[config.mk]
export PLATFORM = sky130hd
export DESIGN_NAME = st7066u_sequencer_flat
export DESIGN_NICKNAME = d
export VERILOG_FILES = /design/src/rtl/st7066u_sequencer_if.sv /design/src/rtl/st7066u_sequencer.sv /design/src/flat_wrapper.sv
export SDC_FILE = /design/constraint.sdc
export NUM_CORES = 1
export LEC_CHECK = 0
export CAP_MARGIN = 15
export CORE_MARGIN = 4
export CORE_UTILIZATION = 50
export CTS_BUF_LIST = sky130_fd_sc_hd__clkbuf_8 sky130_fd_sc_hd__clkbuf_16
export CTS_CLUSTER_DIAMETER = 30
export CTS_CLUSTER_SIZE = 24
export DETAILED_ROUTE_END_ITERATION = 7
export MAX_ROUTING_LAYER = met4
export PLACE_DENSITY = 0.78
export SKIP_LAST_GASP = 1
export SYNTH_ARGS = -nofsm -noshare
export SYNTH_HDL_FRONTEND = slang
export SYNTH_SLANG_ARGS = --single-unit
[constraint.sdc]
create_clock -name i_clk -period 5.75 [get_ports i_clk]
set_clock_uncertainty 0.05 [all_clocks]
set_input_delay 1.15 -clock i_clk [delete_from_list [all_inputs] [get_ports i_clk]]
set_output_delay 1.15 -clock i_clk [all_outputs]
set_load 0.05 [all_outputs]
[src/rtl/st7066u_sequencer_if.sv]
// Output bundle of the ST7066U sequencer: data_output register load fields plus LCD strobes.
interface st7066u_sequencer_if;
    logic       o_ena;
    logic       o_data;
    logic [2:0] o_sel;
    logic [3:0] o_d;
    logic       o_lcd_rs;
    logic       o_lcd_rw;
    logic       o_lcd_e;
    logic       o_init_done;

    modport master (
        output o_ena, o_data, o_sel, o_d, o_lcd_rs, o_lcd_rw, o_lcd_e, o_init_done
    );

    modport slave (
        input o_ena, o_data, o_sel, o_d, o_lcd_rs, o_lcd_rw, o_lcd_e, o_init_done
    );
endinterface

[src/rtl/st7066u_sequencer.sv]
// ST7066U character LCD sequencer: power-on init, then periodic rewrite of line 0 with
// "HH:MM:SS AM/PM" through the data_output register, with RS/RW/E strobe timing.
module st7066u_sequencer #(
    parameter int unsigned POR_CYC     = 4_000_000,
    parameter int unsigned E_CYC       = 50,
    parameter int unsigned EXEC_CYC    = 5000,
    parameter int unsigned CLEAR_CYC   = 200_000,
    parameter int unsigned REFRESH_CYC = 10_000_000
) (
    input  logic                 i_clk,
    input  logic                 i_rst_n,
    input  logic [3:0]           i_hour_t,
    input  logic [3:0]           i_hour_u,
    input  logic [3:0]           i_min_t,
    input  logic [3:0]           i_min_u,
    input  logic [3:0]           i_sec_t,
    input  logic [3:0]           i_sec_u,
    input  logic                 i_pm,
    st7066u_sequencer_if.master  lcd
);

    localparam logic [31:0] PorLim     = 32'(POR_CYC - 1);
    localparam logic [31:0] ELim       = 32'(E_CYC - 1);
    localparam logic [31:0] ExecLim    = 32'(EXEC_CYC - 1);
    localparam logic [31:0] ClearLim   = 32'(CLEAR_CYC - 1);
    localparam logic [31:0] RefreshLim = 32'(REFRESH_CYC - 1);

    typedef enum logic [2:0] {
        StPorWait,
        StLoad,
        StSetup,
        StEHigh,
        StExec,
        StRefresh
    } state_e;

    state_e      state_q, state_d;
    logic [31:0] cnt_q, cnt_d;
    logic [3:0]  idx_q, idx_d;
    logic        init_done_q, init_done_d;
    logic [31:0] exec_lim;

    logic        data_q;
    logic [2:0]  sel_q;
    logic [3:0]  d_q;
    logic        f_data;
    logic [2:0]  f_sel;
    logic [3:0]  f_d;

    logic [3:0]  hour_t_q, hour_u_q, min_t_q, min_u_q, sec_t_q, sec_u_q;
    logic        pm_q;

    always_ff @(posedge i_clk or negedge i_rst_n) begin
        if (!i_rst_n) begin
            state_q     <= StPorWait;
            cnt_q       <= '0;
            idx_q       <= '0;
            init_done_q <= 1'b0;
        end else begin
            state_q     <= state_d;
            cnt_q       <= cnt_d;
            idx_q       <= idx_d;
            init_done_q <= init_done_d;
        end
    end

    assign exec_lim = (idx_q == 4'd2) ? ClearLim : ExecLim;

    always_comb begin
        state_d     = state_q;
        cnt_d       = cnt_q;
        idx_d       = idx_q;
        init_done_d = init_done_q;
        case (state_q)
            StPorWait: begin
                if (cnt_q == PorLim) begin
                    cnt_d   = '0;
                    state_d = StLoad;
                end else begin
                    cnt_d = cnt_q + 32'd1;
                end
            end
            StLoad:  state_d = StSetup;
            StSetup: state_d = StEHigh;
            StEHigh: begin
                if (cnt_q == ELim) begin
                    cnt_d   = '0;
                    state_d = StExec;
                end else begin
                    cnt_d = cnt_q + 32'd1;
                end
            end
            StExec: begin
                if (cnt_q == exec_lim) begin
                    cnt_d = '0;
                    if (idx_q == 4'd3) begin
                        init_done_d = 1'b1;
                    end
                    if (idx_q == 4'd15) begin
                        state_d = StRefresh;
                    end else begin
                        idx_d   = idx_q + 4'd1;
                        state_d = StLoad;
                    end
                end else begin
                    cnt_d = cnt_q + 32'd1;
                end
            end
            StRefresh: begin
                if (cnt_q == RefreshLim) begin
                    cnt_d   = '0;
                    idx_d   = 4'd4;
                    state_d = StLoad;
                end else begin
                    cnt_d = cnt_q + 32'd1;
                end
            end
            default: state_d = StPorWait;
        endcase
    end

    // Fields for the step about to enter LOAD; steps 5..15 read only the frame snapshot.
    always_comb begin
        f_data = 1'b0;
        f_sel  = 3'b000;
        f_d    = 4'h0;
        unique case (idx_d)
            4'd0:  begin f_data = 1'b0; f_sel = 3'b100; f_d = 4'h0; end
            4'd1:  begin f_data = 1'b0; f_sel = 3'b101; f_d = 4'h0; end
            4'd2:  begin f_data = 1'b0; f_sel = 3'b110; f_d = 4'h0; end
            4'd3:  begin f_data = 1'b0; f_sel = 3'b111; f_d = 4'h0; end
            4'd4:  begin f_data = 1'b0; f_sel = 3'b000; f_d = 4'h0; end
            4'd5:  begin f_data = 1'b1; f_sel = 3'b000; f_d = hour_t_q; end
            4'd6:  begin f_data = 1'b1; f_sel = 3'b000; f_d = hour_u_q; end
            4'd7:  begin f_data = 1'b1; f_sel = 3'b001; f_d = 4'h0; end
            4'd8:  begin f_data = 1'b1; f_sel = 3'b000; f_d = min_t_q; end
            4'd9:  begin f_data = 1'b1; f_sel = 3'b000; f_d = min_u_q; end
            4'd10: begin f_data = 1'b1; f_sel = 3'b001; f_d = 4'h0; end
            4'd11: begin f_data = 1'b1; f_sel = 3'b000; f_d = sec_t_q; end
            4'd12: begin f_data = 1'b1; f_sel = 3'b000; f_d = sec_u_q; end
            4'd13: begin f_data = 1'b1; f_sel = 3'b001; f_d = 4'h1; end
            4'd14: begin f_data = 1'b1; f_sel = 3'b011; f_d = {3'b000, pm_q}; end
            4'd15: begin f_data = 1'b1; f_sel = 3'b010; f_d = 4'h0; end
        endcase
    end

    always_ff @(posedge i_clk or negedge i_rst_n) begin
        if (!i_rst_n) begin
            data_q   <= 1'b0;
            sel_q    <= 3'b000;
            d_q      <= 4'h0;
            hour_t_q <= 4'h0;
            hour_u_q <= 4'h0;
            min_t_q  <= 4'h0;
            min_u_q  <= 4'h0;
            sec_t_q  <= 4'h0;
            sec_u_q  <= 4'h0;
            pm_q     <= 1'b0;
        end else if (state_d == StLoad) begin
            data_q <= f_data;
            sel_q  <= f_sel;
            d_q    <= f_d;
            if (idx_d == 4'd4) begin
                hour_t_q <= i_hour_t;
                hour_u_q <= i_hour_u;
                min_t_q  <= i_min_t;
                min_u_q  <= i_min_u;
                sec_t_q  <= i_sec_t;
                sec_u_q  <= i_sec_u;
                pm_q     <= i_pm;
            end
        end
    end

    always_comb begin
        lcd.o_ena       = (state_q == StLoad);
        lcd.o_lcd_e     = (state_q == StEHigh);
        lcd.o_data      = data_q;
        lcd.o_lcd_rs    = data_q;
        lcd.o_lcd_rw    = 1'b0;
        lcd.o_sel       = sel_q;
        lcd.o_d         = d_q;
        lcd.o_init_done = init_done_q;
    end

endmodule

[src/flat_wrapper.sv]
// flat-port wrapper written by rule: the top's interface ports become plain ports
module st7066u_sequencer_flat 
#(
    parameter int unsigned POR_CYC     = 4_000_000,
    parameter int unsigned E_CYC       = 50,
    parameter int unsigned EXEC_CYC    = 5000,
    parameter int unsigned CLEAR_CYC   = 200_000,
    parameter int unsigned REFRESH_CYC = 10_000_000
)
  (i_clk, i_rst_n, i_hour_t, i_hour_u, i_min_t, i_min_u, i_sec_t, i_sec_u, i_pm, lcd_o_ena, lcd_o_data, lcd_o_sel, lcd_o_d, lcd_o_lcd_rs, lcd_o_lcd_rw, lcd_o_lcd_e, lcd_o_init_done);
  st7066u_sequencer_if lcd_i ();
  input  logic i_clk;
  input  logic i_rst_n;
  input  logic [3:0] i_hour_t;
  input  logic [3:0] i_hour_u;
  input  logic [3:0] i_min_t;
  input  logic [3:0] i_min_u;
  input  logic [3:0] i_sec_t;
  input  logic [3:0] i_sec_u;
  input  logic i_pm;
  output wire logic [$bits(lcd_i.o_ena)-1:0] lcd_o_ena;
  output wire logic [$bits(lcd_i.o_data)-1:0] lcd_o_data;
  output wire logic [$bits(lcd_i.o_sel)-1:0] lcd_o_sel;
  output wire logic [$bits(lcd_i.o_d)-1:0] lcd_o_d;
  output wire logic [$bits(lcd_i.o_lcd_rs)-1:0] lcd_o_lcd_rs;
  output wire logic [$bits(lcd_i.o_lcd_rw)-1:0] lcd_o_lcd_rw;
  output wire logic [$bits(lcd_i.o_lcd_e)-1:0] lcd_o_lcd_e;
  output wire logic [$bits(lcd_i.o_init_done)-1:0] lcd_o_init_done;
  assign lcd_o_ena = lcd_i.o_ena;
  assign lcd_o_data = lcd_i.o_data;
  assign lcd_o_sel = lcd_i.o_sel;
  assign lcd_o_d = lcd_i.o_d;
  assign lcd_o_lcd_rs = lcd_i.o_lcd_rs;
  assign lcd_o_lcd_rw = lcd_i.o_lcd_rw;
  assign lcd_o_lcd_e = lcd_i.o_lcd_e;
  assign lcd_o_init_done = lcd_i.o_init_done;
  st7066u_sequencer #(.POR_CYC(POR_CYC), .E_CYC(E_CYC), .EXEC_CYC(EXEC_CYC), .CLEAR_CYC(CLEAR_CYC), .REFRESH_CYC(REFRESH_CYC)) u_core (.i_clk(i_clk), .i_rst_n(i_rst_n), .i_hour_t(i_hour_t), .i_hour_u(i_hour_u), .i_min_t(i_min_t), .i_min_u(i_min_u), .i_sec_t(i_sec_t), .i_sec_u(i_sec_u), .i_pm(i_pm), .lcd(lcd_i));
endmodule
==> key figures <==
Synthesis
  – Most common cell in the synthesized netlist: dfrtp_1
  – Post-synth top area share: between 40% and 50%
  – Mapped Nets: a little over 500
  – Mean Syn Cell Area: ~9.4 um2
  – Primary FF master, synth: dfrtp_1
  – Cell variety after synth: between 60 and 70
  – FF+latch count, synth: 73
  – Post-synth top area cell: dfrtp_1
  – Post-synth EDFFs: 0
  – Most frequent cells after synthesis: dfrtp_1 (73), nand2_1 (47), o21ai_0 (29)
  – YS warnings: 0
  – Main area contributors after synthesis: dfrtp_1 (41%), mux2_4 (6.7%), nand2_1 (4.0%), o21ai_0 (3.3%), a21oi_1 (2.8%)
  – Syn Std Cell Area: between 4000 and 5000 um2
  – Cells after Synth: approximately 470
  – Seq/Total Area, Yosys: approximately two fifths
  – Asr flop ratio synth: 100%

Place
  – Final RePlAce weighted congestion: ~0.95
  – Post-Place Setup Slack: around 1.4 ns
  – Post-placement cell count: ~590
  – Detailed Place HPWL: ~7300 um
  – PortBufs: 38
  – Placed Instance Area: 4830 um2

Floorplanning
  – Starting Density: approximately 51%
  – Die W: between 100 and 150 um
  – Die height: 102 um
  – Row count: 34
  – # IOs: 40
  – DIE AREA: approximately 10000 um2
  – Core area: roughly 8700 um2

Detailed routing
  – Final wirelength: approximately 10000 um
  – Routed Antenna Nets: 0
  – DR DRC count: 0
  – Iteration-0 DRC count of the detailed router: about 350
  – DR WL/cell: 16.7 um
  – First-pass DRT Iterations: 5
  – Vias/cell: 6.10
  – Detailed-route via count: ~3700

Global route
  – Grt total ovfl: 0
  – Number of global-route vias before repair: 3554
  – Global-route wire length before repair: around 17000 um
  – Largest net degree at the start of global routing: 74
  – Initial antenna violation count: 0
  – GRT Overall Usage: between 20% and 30%

Setup path
  – Critical Path AT: between 4 and 5 ns
  – Crit Path Category: flip-flop to flip-flop
  – Flop-to-flop setup slack: about 1.4 ns
  – R2R Path End: u_core.sec_t_q[2]$_DFFE_PN0P_
  – Crit path launch type: flip-flop
  – Crit end category: flip-flop
  – Reg2reg path depth: 10
  – Origin of the critical flop-to-flop path: u_core.idx_q[0]$_DFF_PN0_
  – Delay-heaviest family, CP: compound AO/OA/AOI/OAI gates
  – Slowest CP cell: o22ai_1
  – Worst endpoint required time: around 5.9 ns
  – Critical-path cell list: inv_1 > ha_1 > or3b_1 > or3_1 > o22ai_1 > o311ai_1 > a21oi_2 > nor2_1 > nand3_4 > mux2_2
  – WP buf/inv: 1
  – CP peak stage delay: roughly 0.74 ns
  – CP Max Fanout: 25

STA
  – Fin Setup TNS: 0 ns
  – Pins Over Slew Limit: 0
  – Worst slew margin: between 30% and 40%
  – Period utilization: about three quarters
  – Fmax: about 230 MHz
  – Final WS setup: about 1.4 ns
  – # setup viols final: 0
  – Worst-Margin Slew: about 1.0 ns
  – Worst hold slack: approximately 0.45 ns
  – Min Tclk post-route: 4.38 ns
  – Final hold violations: 0
  – RSZ-0062 raised after global routing: false

Pwr
  – PD cells: between 200 and 250 nW/um2
  – Comb pwr share: 4.4%
  – Internal power: about 0.0008 W
  – Leakage power: roughly 2.2 nW
  – Worst VDD drop: 0.102 mV
  – Reg power frac: 52.4%
  – Switch share: 21.7%
  – Net Sw Power: approximately 0.00022 W
  – Part of the power in the clock network: around 43%

Clock network
  – Post-CTS Setup Bufs: 0
  – Reg clk slew, reported paths: 0.08 ns
  – Clock root cell: clkbuf_8
  – CTS tree: built
  – Clock buffer depth: 2
  – Worst-Skew Late Latency: between 0.3 and 0.4 ns
  – Post-CTS Resized: 0
  – TritonCTS Buffers: 9
  – H-tree levels: 3
  – Cts hold-fix bufs: 0
  – CTS sink count: between 70 and 80

Finish
  – Fin area: 5040 um2
  – Layout cell share with drive strength beyond 1: 12.4%
  – Ant. Diodes: 0
  – Area Growth Syn to Fin: 13.3%
  – Fin nets: approximately 530
  – Non-Filler Instances: 610

Status
  – Status: complete, no violations

Min path
  – Min-Delay Path Depth: 2
  – Hold path start: u_core.lcd.o_sel[1]$_DFFE_PN0N_
  – Hold Crit Class: flip-flop to flip-flop
  – Endpoint of the worst hold path: u_core.lcd.o_sel[1]$_DFFE_PN0N_

Job
  – Max-Cap Viols: 0
-- power groups by stage --
stage,clock network (W),logic (W),registers (W)
finish,0.000436,0.0000444,0.000528
detailed placement,0,0.0000456,0.000538
global placement,0,0.0000441,0.000538
global route,0.000467,0.0000487,0.000529
CTS,0.000444,0.0000457,0.000528
floorplan,0,0.0000164,0.000536
-- how the worst max path moves through the flow --
stage / from / to / slack, ns / cells past startpoint
finish: u_core.idx_q[0]$_DFF_PN0_ / u_core.sec_t_q[2]$_DFFE_PN0P_ / 1.37 / 10
global route: u_core.idx_q[0]$_DFF_PN0_ / u_core.sec_t_q[0]$_DFFE_PN0P_ / 1.06 / 10
CTS: u_core.idx_q[0]$_DFF_PN0_ / u_core.sec_t_q[2]$_DFFE_PN0P_ / 1.40 / 10
detailed placement: u_core.idx_q[0]$_DFF_PN0_ / u_core.sec_t_q[2]$_DFFE_PN0P_ / 1.42 / 10
global placement: u_core.idx_q[0]$_DFF_PN0_ / u_core.sec_t_q[2]$_DFFE_PN0P_ / 1.67 / 10
floorplan: u_core.idx_q[0]$_DFF_PN0_ / u_core.hour_t_q[0]$_DFFE_PN0P_ / 2.45 / 13
-- area by class of cell --
class,count,area [um2]
well taps,108,135
repair buffers,40,393
inverters,16,60.1
fillers,736,3640
clock inverters,7,86.3
multi-input cells,357,2420
clock buffers,9,124
flip-flops and latches,73,1830
-- sequential cells by signal, summed over array words and instances (netlist names) --
signal                  count
u_core.sec_t_q              4
u_core.lcd.o_d              4
u_core.min_u_q              4
u_core.hour_u_q             4
u_core.hour_t_q             4
u_core.pm_q                 1
u_core.idx_q                4
u_core.lcd.o_data           1
u_core.lcd.o_init_done      1
u_core.cnt_q               32
u_core.sec_u_q              4
u_core.min_t_q              4
u_core.state_q              3
u_core.lcd.o_sel            3
-- metrics by stage --
step	util (%)	power, W
after floorplan	-	0.000552
after global placement	55.7	0.000582
after detailed placement	55.7	0.000584
after CTS	58.1	0.00102
after global routing	58.1	0.00105
final	58.1	0.00101
-- logic make-up after synthesis --
kind of cell / after synthesis / synth area share [%]
AND/OR/NAND/NOR: 198 / 24.5
AO/OA/AOI/OAI: 116 / 17.4
flip-flops: 73 / 41.0
buffers and inverters: 43 / 4.67
multiplexers: 35 / 10.6
adder cells (fa/ha/maj): 4 / 1.12
XOR/XNOR: 3 / 0.590
other: 1 / 0.0843
-- per-layer routing --
| layer | part of all wire [%] | global-route usage (%) |
|---|---|---|
| met5 | 0 | - |
| met1 | 45 | 28.7 |
| met3 | 6.1 | 5.39 |
| met4 | 1.2 | 5.85 |
| met2 | 48 | 32.1 |
-- cells in the final DEF, fill, tap and decap left out, types with 7 or more instances in the layout --
master and count:
dfrtp_1 73, nand2_1 47, clkdlybuf4s50_1 37, o21ai_0 29
nor2_1 27, a21oi_1 25, nand3_1 23, mux2_4 20
inv_1 16, nor3_1 15, or3_1 13, a21o_1 12
and3_1 10, nand4_1 9, clkbuf_8 9, mux2_2 8
nor4_1 8, a22o_1 7, or4_1 7
-- worst reg2reg max path: stages (launching register included) --
cell and delay (ns):
dfrtp_1 0.50, inv_1 0.17, ha_1 0.15, or3b_1 0.42
or3_1 0.40, o22ai_1 0.74, o311ai_1 0.27, a21oi_2 0.59
nor2_1 0.17, nand3_4 0.41, mux2_2 0.41
(Power assumes the default switching activity.)
